===== src/rtl/sts_capture_ctrl.sv =====
// -----------------------------------------------------------------------------
// sts_capture_ctrl
//
// Captures an 8-bit status vector for a CPU read. Each bit is either sticky
// (latched on a rising edge, cleared when it has been reported by a read) or
// transparent (sampled live when the read snapshot is taken). A level
// interrupt reports enabled sticky bits. An optional saturating counter
// records sticky events that hit a bit which was already set.
//
// Parameters:
//   ModeMask  per-bit mode: 1 = sticky, 0 = transparent
//   IntMask   per-bit interrupt enable; only sticky bits can interrupt
//
// Ports:
//   clock      in   sole clock, rising edge
//   reset      in   synchronous, active-high reset
//   status_in  in   [7:0] raw event/status nets
//   rd_req     in   CPU read request
//   rd_ack     out  read data valid
//   rd_data    out  [7:0] status snapshot
//   irq        out  registered level interrupt
//   ovf_count  out  [7:0] saturating count of lost sticky events
//   state_o    out  [1:0] FSM state (IDLE=0, SNAP=1, HOLD=2, CLEAR=3)
//
// Read handshake (four-phase): the CPU raises rd_req and keeps it high until
// it sees rd_ack; rd_data is valid and frozen while rd_ack is high; the CPU
// then drops rd_req, rd_ack falls on the next edge, and the sticky bits that
// were reported are cleared one cycle later. A request that drops before
// rd_ack still gets a one-cycle rd_ack pulse.
//
// Configuration macro: STS_CAPTURE_CTRL_OVF_CNT_EN enables the overflow
// counter; without it ovf_count is tied to 8'h00.
// -----------------------------------------------------------------------------
module sts_capture_ctrl #(
  parameter logic [7:0] ModeMask = 8'h00,
  parameter logic [7:0] IntMask  = 8'h00
) (
  input  logic       clock,
  input  logic       reset,
  input  logic [7:0] status_in,
  input  logic       rd_req,
  output logic       rd_ack,
  output logic [7:0] rd_data,
  output logic       irq,
  output logic [7:0] ovf_count,
  output logic [1:0] state_o
);

  typedef enum logic [1:0] {
    IDLE  = 2'd0,
    SNAP  = 2'd1,
    HOLD  = 2'd2,
    CLEAR = 2'd3
  } state_e;

  state_e     state_q;
  logic [7:0] status_dly_q;  // previous-cycle status_in, for edge detect
  logic [7:0] sticky_q;
  logic [7:0] sticky_d;
  logic [7:0] rise;
  logic [7:0] snap_data;

  assign state_o = state_q;

  always_comb begin
    rise = status_in & ~status_dly_q;
    // Snapshot includes sticky events rising in the SNAP cycle itself, so
    // they are reported now and cleared by the following CLEAR.
    snap_data = ((sticky_q | (rise & ModeMask)) & ModeMask) |
                (status_in & ~ModeMask);
    if (state_q == CLEAR) begin
      // Only bits that were reported are cleared; new rises survive.
      sticky_d = (sticky_q & ~rd_data & ModeMask) | (rise & ModeMask);
    end else begin
      sticky_d = sticky_q | (rise & ModeMask);
    end
  end

  always_ff @(posedge clock) begin
    if (reset) begin
      state_q      <= IDLE;
      status_dly_q <= 8'h00;
      sticky_q     <= 8'h00;
      rd_data      <= 8'h00;
      rd_ack       <= 1'b0;
      irq          <= 1'b0;
    end else begin
      status_dly_q <= status_in;
      sticky_q     <= sticky_d;
      irq          <= |(sticky_d & IntMask & ModeMask);
      case (state_q)
        IDLE: begin
          if (rd_req) state_q <= SNAP;
        end
        SNAP: begin
          rd_data <= snap_data;
          rd_ack  <= 1'b1;
          state_q <= HOLD;
        end
        HOLD: begin
          if (!rd_req) begin
            rd_ack  <= 1'b0;
            state_q <= CLEAR;
          end
        end
        CLEAR: begin
          state_q <= IDLE;
        end
        default: state_q <= IDLE;
      endcase
    end
  end

`ifdef STS_CAPTURE_CTRL_OVF_CNT_EN
  // A rise on a sticky bit that is already set cannot be recorded in the
  // status byte; count at most one such loss per cycle.
  logic       ovf_hit;
  logic [7:0] ovf_q;

  assign ovf_hit   = |(rise & ModeMask & sticky_q);
  assign ovf_count = ovf_q;

  always_ff @(posedge clock) begin
    if (reset) begin
      ovf_q <= 8'h00;
    end else if (state_q == CLEAR) begin
      ovf_q <= {7'd0, ovf_hit};
    end else if (ovf_hit && (ovf_q != 8'hFF)) begin
      ovf_q <= ovf_q + 8'd1;
    end
  end
`else
  assign ovf_count = 8'h00;
`endif

endmodule


===== config.mk =====
export PLATFORM = sky130hd
export DESIGN_NAME = sts_capture_ctrl
export DESIGN_NICKNAME = d
export VERILOG_FILES = /design/src/rtl/sts_capture_ctrl.sv
export SDC_FILE = /design/constraint.sdc
export NUM_CORES = 1
export LEC_CHECK = 0
export ABC_AREA = 1
export BUFFER_PORTS_ARGS = -buffer_cell sky130_fd_sc_hd__buf_2
export CORE_MARGIN = 10
export CORE_UTILIZATION = 45
export DETAILED_ROUTE_END_ITERATION = 6
export PLACE_DENSITY_LB_ADDON = 0.3
export SYNTH_ARGS = -nofsm -noshare
export SYNTH_HDL_FRONTEND = slang
export SYNTH_SLANG_ARGS = --single-unit

===== constraint.sdc =====
create_clock -name clock -period 2.9 [get_ports clock]
set_input_delay 0.58 -clock clock [delete_from_list [all_inputs] [get_ports clock]]
set_output_delay 0.58 -clock clock [all_outputs]
set_load 0.1 [all_outputs]

==> results.json <==
{
  "num-nets-final": 123,
  "muxShareOfSynthArea_pct": 0,
  "cts_repair_resize_count": 0,
  "worst-setup-path-type": "flip-flop to primary output",
  "post-route-drc-count": 0,
  "max_freq_mhz": 587.6,
  "die_area_mm2": 0.003166,
  "final.setup_skew_ns": 0.0004416,
  "slowest_cell_on_crit_path": "sky130_fd_sc_hd__buf_2",
  "coreArea_mm2": 0.001269,
  "synthFlopType": "sky130_fd_sc_hd__dfxtp_1",
  "path_clk_slew_ns": 0.07,
  "max_cap_viol_count": 0,
  "crit_path_max_fanout": 5,
  "ys_seq_elements": 11,
  "clock_insertion_delay_worst_skew_ns": 0.27,
  "tritoncts": "yes",
  "worst-endpoint-required_ns": 2.32,
  "firstDrtPassIters": 4,
  "area_growth_syn_to_layout_pct": 17.76,
  "finalMaxSlewViolations": 0,
  "dieHeight_um": 56.27,
  "cts-root-buf": "sky130_fd_sc_hd__clkbuf_4",
  "finalHoldViolCount": 0,
  "unrepaired_setup_endpoints_after_global_routing": "no",
  "cp.buffers_inverters": 1,
  "r2r_setup_slack_ns": 1.66,
  "cts.sinks": 11,
  "fillers": 135,
  "cts-htree-levels": 1,
  "synth.yosys.seq_area_share_pct": 37.21,
  "grt_pass1_vias": 529,
  "cp_data_arrival_time_ns": 1.12,
  "yosys.area_share.simple_pct": 22.83,
  "row_count": 13,
  "post-synth-top-area-fraction_pct": 37.21,
  "grt_overflow_total": 0,
  "compound_cell_area_share_of_the_yosys_netlist_pct": 7.611,
  "post_synth_main_area_contributors": "sky130_fd_sc_hd__dfxtp_1, sky130_fd_sc_hd__nor2_1, sky130_fd_sc_hd__buf_4, sky130_fd_sc_hd__ha_1, sky130_fd_sc_hd__o21ai_0",
  "min_period_ns": 1.702,
  "die-width_um": 56.27,
  "finalCritPeriodShare_pct": 58.69,
  "grt.total_usage_pct": 8.737,
  "detailedRoute.firstIterationViolations": 3,
  "finalSetupViolCount": 0,
  "vias": 513,
  "run_status": "completed",
  "cts.hold.buffers_added": 0,
  "yosysTopAreaCell": "sky130_fd_sc_hd__dfxtp_1",
  "setup.worst_path.end_class": "primary output",
  "synthXorXnorAreaFrac_pct": 0,
  "grt_start_max_net_pins": 12,
  "ys.warnings.count": 0,
  "min_path_type": "flip-flop to flip-flop",
  "synth-edff-count": 0,
  "tns_ns": 0,
  "post-synth-top-count-cell": "sky130_fd_sc_hd__nor2_1",
  "syn_inst": 82,
  "cts_buffers": 3,
  "crit_path_max_incr_delay_ns": 0.45,
  "syn-mean-instance-area_um2": 7.217,
  "final_core_utilization_pct": 54.93,
  "antenna_cells_inserted": 0,
  "cpLargestDelayFamily": "buffers and inverters",
  "synth_common_cells": "sky130_fd_sc_hd__nor2_1, sky130_fd_sc_hd__dfxtp_1, sky130_fd_sc_hd__buf_4, sky130_fd_sc_hd__nand2_1, sky130_fd_sc_hd__inv_1",
  "synth_adder_area_share_pct": 12.68,
  "worst_setup_path_start_kind": "flip-flop",
  "route.antenna.remaining_nets": 0,
  "dp_hpwl_um": 1059,
  "routedWlPerCell_um": 10.94,
  "netlist_area_um2": 591.8,
  "io_buffer_count": 21,
  "io-pin-count": 31,
  "grt_first_pass_wirelength_um": 2249,
  "antenna_violations_before_repair": 0,
  "post-cts-setup-buffers": 0,
  "synth_top_family_by_area": "simple AND/OR/NAND/NOR gates",
  "initial_utilization_pct": 46.65,
  "synth.lib_cells_used.distinct": 11,
  "max-clock-path-buffers": 2,
  "detail_route.wirelength_um": 1313,
  "detail_route.vias_per_cell": 4.275,
  "drive_above_1_share_pct": 23.81,
  "gpl.final_weighted_congestion": 0.7009,
  "path_cells": "buf_2",
  "synth-async-reset-ratio_pct": 0
}
per-layer routing:
layer	track usage, %	part of all wire (%)	vias to the layer above	wire, µm
met5	0	0	-	0
met4	4.124	0.61	0	8
met3	6.966	11	2	143
met2	13.31	45	21	594
met1	8.397	43	215	566
li1	-	-	275	-
placed cells by master (no fill, tap or decap):
cell | netlist | final
sky130_fd_sc_hd__nor2_1 | 22 | 22
sky130_fd_sc_hd__buf_2 | 0 | 21
sky130_fd_sc_hd__dfxtp_1 | 11 | 11
sky130_fd_sc_hd__nand2_1 | 10 | 10
sky130_fd_sc_hd__inv_1 | 9 | 9
sky130_fd_sc_hd__conb_1 | 1 | 9
sky130_fd_sc_hd__o21ai_0 | 8 | 8
sky130_fd_sc_hd__ha_1 | 6 | 6
sky130_fd_sc_hd__nand3_1 | 3 | 3
sky130_fd_sc_hd__clkbuf_4 | 0 | 3
sky130_fd_sc_hd__inv_2 | 1 | 1
sky130_fd_sc_hd__a21oi_1 | 1 | 1
sky130_fd_sc_hd__clkbuf_1 | 0 | 1
path summary, 6_finish.rpt:
check	startpoint	to	depth (start not counted)
max	state_o[0]	state_o[0]	1
min	rd_ack	rd_ack	2
max reg2reg	state_o[1]	rd_data[6]	5
min reg2reg	rd_ack	rd_ack	2
sequential cells by signal (all words and copies together) (netlist names):
signal	cells
rd_ack	1
state_o	2
rd_data	8
metrics by stage:
stage / setup WS [ns] / instances / hold slack, ns / cell area [µm²]
finish: 1.198 / 120 / 0.4772 / 696.9
floorplan: 1.017 / 90 / 0.7149 / 621.8
CTS: 1.171 / 120 / 0.4831 / 696.9
global placement: 1.512 / 116 / 0.4694 / 670.6
global route: 1.107 / 120 / 0.5075 / 696.9
detailed placement: 1.482 / 116 / 0.4654 / 670.6
cells by family (layout without fill, tap and decap cells):
| family | after synthesis | in the layout |
|---|---|---|
| DFF | 11 | 11 |
| other | 1 | 9 |
| adders and majority gates | 6 | 6 |
| and+or+nand+nor | 35 | 35 |
| buffers and inverters | 20 | 35 |
| AOI/OAI and AO/OA | 9 | 9 |
final cells by class:
cell class                 instances  area [µm²]  area share, %
clock buffer                       4       26.28          3.770
inverter                          10       37.54          5.386
multi-input combinational         59       289.0          41.47
sequential                        11       220.2          31.60
tap                               15       18.77          2.693
timing repair buffer              21       105.1          15.08
Power is left out: the tool's default activity adds up to more than one toggle a clock period on the data nets, which glitch-free logic cannot reach.
